`config.mk`:
```
export PLATFORM = sky130hd
export DESIGN_NAME = mc_controller_flat
export DESIGN_NICKNAME = d
export VERILOG_FILES = /design/src/rtl/mc_controller_if.sv /design/src/rtl/mc_controller.sv /design/src/flat_wrapper.sv
export SDC_FILE = /design/constraint.sdc
export NUM_CORES = 1
export LEC_CHECK = 0
export ABC_CLOCK_PERIOD_IN_PS = 2520
export CAP_MARGIN = 25
export CORE_MARGIN = 2
export CORE_UTILIZATION = 45
export CTS_CLUSTER_DIAMETER = 80
export CTS_CLUSTER_SIZE = 40
export DETAILED_ROUTE_END_ITERATION = 12
export DONT_BUFFER_PORTS = 1
export HOLD_SLACK_MARGIN = 0.1
export PLACE_DENSITY = 0.64
export SLEW_MARGIN = 20
export SYNTH_ARGS = -nofsm -noshare
export SYNTH_HDL_FRONTEND = slang
export SYNTH_SLANG_ARGS = --single-unit
```
`constraint.sdc`:
```
create_clock -name clk -period 2.52 [get_ports clk]
set_input_delay 0.63 -clock clk [delete_from_list [all_inputs] [get_ports clk]]
set_output_delay 0.63 -clock clk [all_outputs]
set_load 0.1 [all_outputs]
```
`src/rtl/mc_controller_if.sv`:
```
// Control bus between the multicycle MIPS controller and its datapath.
// The controller is the master: it reads IR fields and the Zero flag and drives every mux and enable.
interface mc_controller_if #(
    parameter int SW_W = 4
);
    logic [5:0]      opcode;
    logic [5:0]      funct;
    logic            zero;
    logic            pc_en;
    logic            i_or_d;
    logic            mem_read;
    logic            mem_write;
    logic            ir_write;
    logic            reg_write;
    logic [1:0]      reg_dst;
    logic [1:0]      mem_to_reg;
    logic            alu_src_a;
    logic [1:0]      alu_src_b;
    logic [2:0]      alu_op;
    logic [1:0]      pc_src;
    logic            retire;
    logic [SW_W-1:0] state;

    modport master (
        input  opcode, funct, zero,
        output pc_en, i_or_d, mem_read, mem_write, ir_write, reg_write,
               reg_dst, mem_to_reg, alu_src_a, alu_src_b, alu_op, pc_src,
               retire, state
    );

    modport slave (
        output opcode, funct, zero,
        input  pc_en, i_or_d, mem_read, mem_write, ir_write, reg_write,
               reg_dst, mem_to_reg, alu_src_a, alu_src_b, alu_op, pc_src,
               retire, state
    );
endinterface

```
`src/rtl/mc_controller.sv`:
```
// Main control FSM of the multicycle MIPS datapath: one state per datapath step,
// Moore outputs registered from the next state, with a few input-dependent overrides.
module mc_controller #(
    parameter int SW_W = 4
) (
    input  logic              clk,
    input  logic              rst,
    mc_controller_if.master   bus
);
    typedef enum logic [SW_W-1:0] {
        S_FETCH, S_DECODE, S_MEMADR, S_MEMRD, S_MEMWB, S_MEMWR, S_REXEC,
        S_RWB, S_BEQ, S_IEXEC, S_IWB, S_JUMP, S_JAL, S_JR
    } state_t;

    typedef struct packed {
        logic       pc_en;
        logic       i_or_d;
        logic       mem_read;
        logic       mem_write;
        logic       ir_write;
        logic       reg_write;
        logic [1:0] reg_dst;
        logic [1:0] mem_to_reg;
        logic       alu_src_a;
        logic [1:0] alu_src_b;
        logic [2:0] alu_op;
        logic [1:0] pc_src;
        logic       retire;
    } ctrl_t;

    localparam logic [5:0] OP_RTYPE = 6'b000000;
    localparam logic [5:0] OP_J     = 6'b000010;
    localparam logic [5:0] OP_JAL   = 6'b000011;
    localparam logic [5:0] OP_BEQ   = 6'b000100;
    localparam logic [5:0] OP_ADDI  = 6'b001000;
    localparam logic [5:0] OP_SLTI  = 6'b001010;
    localparam logic [5:0] OP_LW    = 6'b100011;
    localparam logic [5:0] OP_SW    = 6'b101011;
    localparam logic [5:0] FN_JR    = 6'b001000;

    state_t state_q, state_d;
    ctrl_t  ctrl_q;

    function automatic logic known_op(input logic [5:0] op);
        return (op == OP_RTYPE) || (op == OP_J) || (op == OP_JAL) || (op == OP_BEQ) ||
               (op == OP_ADDI) || (op == OP_SLTI) || (op == OP_LW) || (op == OP_SW);
    endfunction

    function automatic logic [2:0] funct_alu(input logic [5:0] fn);
        case (fn)
            6'b100010: return 3'b001;
            6'b100100: return 3'b010;
            6'b100101: return 3'b011;
            6'b101010: return 3'b100;
            default:   return 3'b000;
        endcase
    endfunction

    // Opcode-only dependence here is safe: it is consulted on entry to IEXEC, after IR is loaded.
    function automatic ctrl_t decode(input state_t s, input logic [5:0] op);
        ctrl_t c;
        c = '0;
        case (s)
            S_FETCH:  begin c.mem_read = 1'b1; c.ir_write = 1'b1; c.alu_src_b = 2'b01; c.pc_en = 1'b1; end
            S_DECODE: c.alu_src_b = 2'b11;
            S_MEMADR: begin c.alu_src_a = 1'b1; c.alu_src_b = 2'b10; end
            S_MEMRD:  begin c.mem_read = 1'b1; c.i_or_d = 1'b1; end
            S_MEMWB:  begin c.reg_write = 1'b1; c.mem_to_reg = 2'b01; c.retire = 1'b1; end
            S_MEMWR:  begin c.mem_write = 1'b1; c.i_or_d = 1'b1; c.retire = 1'b1; end
            S_REXEC:  c.alu_src_a = 1'b1;
            S_RWB:    begin c.reg_write = 1'b1; c.reg_dst = 2'b01; c.retire = 1'b1; end
            S_BEQ:    begin c.alu_src_a = 1'b1; c.alu_op = 3'b001; c.pc_src = 2'b01; c.retire = 1'b1; end
            S_IEXEC:  begin
                c.alu_src_a = 1'b1;
                c.alu_src_b = 2'b10;
                c.alu_op    = (op == OP_SLTI) ? 3'b100 : 3'b000;
            end
            S_IWB:    begin c.reg_write = 1'b1; c.retire = 1'b1; end
            S_JUMP:   begin c.pc_src = 2'b10; c.pc_en = 1'b1; c.retire = 1'b1; end
            S_JAL:    begin
                c.pc_src = 2'b10; c.pc_en = 1'b1; c.reg_write = 1'b1;
                c.reg_dst = 2'b10; c.mem_to_reg = 2'b10; c.retire = 1'b1;
            end
            S_JR:     begin c.pc_src = 2'b11; c.pc_en = 1'b1; c.retire = 1'b1; end
            default:  c = '0;
        endcase
        return c;
    endfunction

    always_comb begin
        state_d = S_FETCH;
        case (state_q)
            S_FETCH:  state_d = S_DECODE;
            S_DECODE: begin
                case (bus.opcode)
                    OP_LW, OP_SW:     state_d = S_MEMADR;
                    OP_RTYPE:         state_d = (bus.funct == FN_JR) ? S_JR : S_REXEC;
                    OP_BEQ:           state_d = S_BEQ;
                    OP_ADDI, OP_SLTI: state_d = S_IEXEC;
                    OP_J:             state_d = S_JUMP;
                    OP_JAL:           state_d = S_JAL;
                    default:          state_d = S_FETCH;
                endcase
            end
            S_MEMADR: state_d = (bus.opcode == OP_LW) ? S_MEMRD : S_MEMWR;
            S_MEMRD:  state_d = S_MEMWB;
            S_REXEC:  state_d = S_RWB;
            S_IEXEC:  state_d = S_IWB;
            default:  state_d = S_FETCH;
        endcase
    end

    always_ff @(posedge clk or posedge rst) begin
        if (rst) begin
            state_q <= S_FETCH;
            ctrl_q  <= decode(S_FETCH, 6'b000000);
        end else begin
            state_q <= state_d;
            ctrl_q  <= decode(state_d, bus.opcode);
        end
    end

    // IR changes on the FETCH->DECODE edge, so anything depending on the new IR or Zero stays combinational.
    assign bus.pc_en      = ~rst & ((state_q == S_BEQ) ? bus.zero : ctrl_q.pc_en);
    assign bus.alu_op     = (state_q == S_REXEC) ? funct_alu(bus.funct) : ctrl_q.alu_op;
    assign bus.retire     = ~rst & (ctrl_q.retire | ((state_q == S_DECODE) & ~known_op(bus.opcode)));
    assign bus.ir_write   = ~rst & ctrl_q.ir_write;
    assign bus.mem_write  = ~rst & ctrl_q.mem_write;
    assign bus.reg_write  = ~rst & ctrl_q.reg_write;
    assign bus.i_or_d     = ctrl_q.i_or_d;
    assign bus.mem_read   = ctrl_q.mem_read;
    assign bus.reg_dst    = ctrl_q.reg_dst;
    assign bus.mem_to_reg = ctrl_q.mem_to_reg;
    assign bus.alu_src_a  = ctrl_q.alu_src_a;
    assign bus.alu_src_b  = ctrl_q.alu_src_b;
    assign bus.pc_src     = ctrl_q.pc_src;
    assign bus.state      = state_q;
endmodule

```
`src/flat_wrapper.sv`:
```
// flat-port wrapper written by rule: the top's interface ports become plain ports
module mc_controller_flat 
#(
    parameter int SW_W = 4
)
  (clk, rst, bus_opcode, bus_funct, bus_zero, bus_pc_en, bus_i_or_d, bus_mem_read, bus_mem_write, bus_ir_write, bus_reg_write, bus_reg_dst, bus_mem_to_reg, bus_alu_src_a, bus_alu_src_b, bus_alu_op, bus_pc_src, bus_retire, bus_state);
  mc_controller_if #(.SW_W(SW_W)) bus_i ();
  input  logic clk;
  input  logic rst;
  input wire logic [$bits(bus_i.opcode)-1:0] bus_opcode;
  input wire logic [$bits(bus_i.funct)-1:0] bus_funct;
  input wire logic [$bits(bus_i.zero)-1:0] bus_zero;
  output wire logic [$bits(bus_i.pc_en)-1:0] bus_pc_en;
  output wire logic [$bits(bus_i.i_or_d)-1:0] bus_i_or_d;
  output wire logic [$bits(bus_i.mem_read)-1:0] bus_mem_read;
  output wire logic [$bits(bus_i.mem_write)-1:0] bus_mem_write;
  output wire logic [$bits(bus_i.ir_write)-1:0] bus_ir_write;
  output wire logic [$bits(bus_i.reg_write)-1:0] bus_reg_write;
  output wire logic [$bits(bus_i.reg_dst)-1:0] bus_reg_dst;
  output wire logic [$bits(bus_i.mem_to_reg)-1:0] bus_mem_to_reg;
  output wire logic [$bits(bus_i.alu_src_a)-1:0] bus_alu_src_a;
  output wire logic [$bits(bus_i.alu_src_b)-1:0] bus_alu_src_b;
  output wire logic [$bits(bus_i.alu_op)-1:0] bus_alu_op;
  output wire logic [$bits(bus_i.pc_src)-1:0] bus_pc_src;
  output wire logic [$bits(bus_i.retire)-1:0] bus_retire;
  output wire logic [$bits(bus_i.state)-1:0] bus_state;
  assign bus_i.opcode = bus_opcode;
  assign bus_i.funct = bus_funct;
  assign bus_i.zero = bus_zero;
  assign bus_pc_en = bus_i.pc_en;
  assign bus_i_or_d = bus_i.i_or_d;
  assign bus_mem_read = bus_i.mem_read;
  assign bus_mem_write = bus_i.mem_write;
  assign bus_ir_write = bus_i.ir_write;
  assign bus_reg_write = bus_i.reg_write;
  assign bus_reg_dst = bus_i.reg_dst;
  assign bus_mem_to_reg = bus_i.mem_to_reg;
  assign bus_alu_src_a = bus_i.alu_src_a;
  assign bus_alu_src_b = bus_i.alu_src_b;
  assign bus_alu_op = bus_i.alu_op;
  assign bus_pc_src = bus_i.pc_src;
  assign bus_retire = bus_i.retire;
  assign bus_state = bus_i.state;
  mc_controller #(.SW_W(SW_W)) u_core (.clk(clk), .rst(rst), .bus(bus_i));
endmodule
```
==> flow_summary.toml <==
[placement]
place.gp.congestion = 0.913
dp_hpwl_mm = 2.15
dp_cells = 172
portBuffers = 0

[routing]
wl_per_cell_um = 15.3
drc = 0
vias_per_cell = 5.95
vias = 1047
wl_mm = 2.69
ant_nets = 0
drt_pass1_iterations = 4
drt_iter0_drc = 35

[floorplanning]
core_area_mm2 = 0.00276
io_pins = 38
die_h_um = 58.0
die_area_mm2 = 0.00336
initial_core_util = 0.475
num_rows = 19
die_w_um = 58.0

[critical_path]
slowest_stage = "dfrtp_4"
worstSetupEndpointType = "output pin"
crit_fanout = 6
crit_chain = "nor4b_1, mux2i_1, nor2_4, buf_12"
setup.worst_path.class = "register to output pin"
critPathArrivalTime_ns = 1.85
start_kind = "register"
cp_slowest_stage_delay_ns = 0.54
required_ns = 1.89

[sta]
slew_headroom = 0.480
rsz0062_at_grt = "true"
setup_viol = 0
worst_pin_slew_ns = 0.779
fmax_mhz = 404
min_period_ns = 2.48
hold_ws_ns = 0.347
clock_skew_ns = 0.00243
fin_crit_sh = 0.983
finalHoldViolCount = 0
drv_slew = 0

[final_layout]
seq_area_um2 = 547
final_cell_mix = "buf_4 (18), dfrtp_1 (12), nor2_1 (10)"
diodes = 0
multi_input_area_um2 = 741
fin_cells = 176
drive_gt1_frac = 0.441
final_nets = 161
top_register = "u_core.ctrl_q"
largest_reg_flops = 7
final_common_cell = "buf_4"
syn2layout_area_growth_pct = 21.6
fillers = 233
post-route-util = 0.578

[clock_network]
cts_sinks = 21
cts_tree = "built"
cts_hold_buf = 0
post_cts_buffers = 0
cts-buffers-inserted = 3
clk_pin_slew_ns = 0.11
cts.repair.resized = 0
clockBufferDepth = 2
htreeDepth = 1
clk_latency_ns = 0.30
cts-root-buf = "clkbuf_4"

[run_status]
status = "complete, no violations"

[synthesis]
synth_edf_count = 0
ys_seq_area_frac = 0.405
async_flop_share = 1.00
ys.flop_type = "dfrtp_1"
syn-mean-instance-area_um2 = 9.79
yosysTopAreaCellShare = 0.324
synth_area_leaders = "dfrtp_1 (32%), dfstp_2 (8.0%), buf_4 (4.6%)"
syn_area_mm2 = 0.00131
yosys.area.top_type = "dfrtp_1"
syn-instance-count = 134
synth_warnings = 0
synth-seq-cells = 21
ys_types = 49
syn_nets = 149

[grt]
met3_usage = 0.0446
grt_use_met1 = 0.229
grtUsageTotal = 0.176
grt_max_degree = 22
top_usage_layer = "met2"
use_met2 = 0.307
grt_overflow = 0
grt_pass1_vias = 994
grt_first_pass_wirelength_mm = 4.57
antenna_found_initial = 0

[pwr]
power_per_cell_area_mw_per_mm2 = 1100
leakage_uw = 0.000664
ir_drop_v = 0.000906

[hold_path]
hold_path.class = "input port to async pin"

[job]
max_cap_viol_count = 0
==> cell type report <==
class | instances | share of cell area
multi-input cells | 91 | 0.465
flip-flops and latches | 21 | 0.343
repair buffers | 22 | 0.135
well taps | 31 | 0.0243
clock buffers | 4 | 0.0165
inverters | 7 | 0.0165
==> synthesized netlist by cell type, types with 4 or more instances <==
library cell	instances
buf_4	8
dfrtp_1	17
dfstp_2	4
nand2_1	8
nor4_1	5
a21oi_1	7
nor2_1	13
inv_1	6
nand2b_1	4
==> stage by stage <==
stage	setup slack (ns)	power, uW	TNS [ns]	area, um2
after floorplan	-0.390	1470	-0.725	1430
after global placement	0.0583	1590	0	1570
after detailed placement	0.0404	1600	0	1570
after CTS	0.00570	1760	0	1590
after global routing	-0.0226	1840	-0.0280	1590
final	0.0425	1750	0	1590
==> path summary, 6_finish.rpt <==
check	from	end	slack (ns)	depth (start not counted)
max reg2reg	u_core.bus.state[0]	u_core.bus.alu_src_b[1]	0.43	6
max in group asynchronous	rst	u_core.bus.state[3]	1.60	1
max	u_core.bus.state[1]	bus_pc_en	0.04	4
min reg2reg	u_core.bus.state[0]	u_core.bus.mem_to_reg[0]	0.65	1
min in group clk	bus_opcode[4]	u_core.ctrl_q[5]	0.50	2
min	rst	u_core.bus.state[1]	0.35	1
==> logic make-up (layout without fill, tap and decap cells) <==
logic type,count (synthesis),count (layout),share of synthesized area
buf+inv,22,33,0.0945
mux,1,1,0.00763
xor+xnor,3,3,0.0200
simple gates,59,59,0.291
flops,21,21,0.405
compound gates,28,28,0.182
==> critical path, delay by kind of cell (launching register included) <==
kind | cells | cell delay, ns
muxes | 1 | 0.34
buffers and inverters | 1 | 0.16
DFF | 1 | 0.54
and+or+nand+nor | 2 | 0.50
==> per-layer routing <==
layer,wire (um),vias to the layer above
met5,0,-
met3,147,4
met2,1390,32
met4,26,0
met1,1130,520
li1,-,491
==> report_power, final <==
part | leakage, uW | switching (uW) | internal, uW | total (uW)
Clock | 0.0000150 | 99.5 | 61.6 | 161
Sequential | 0.000265 | 166 | 452 | 619
Combinational | 0.000384 | 695 | 277 | 972
Power figures use the tool's default switching activity.
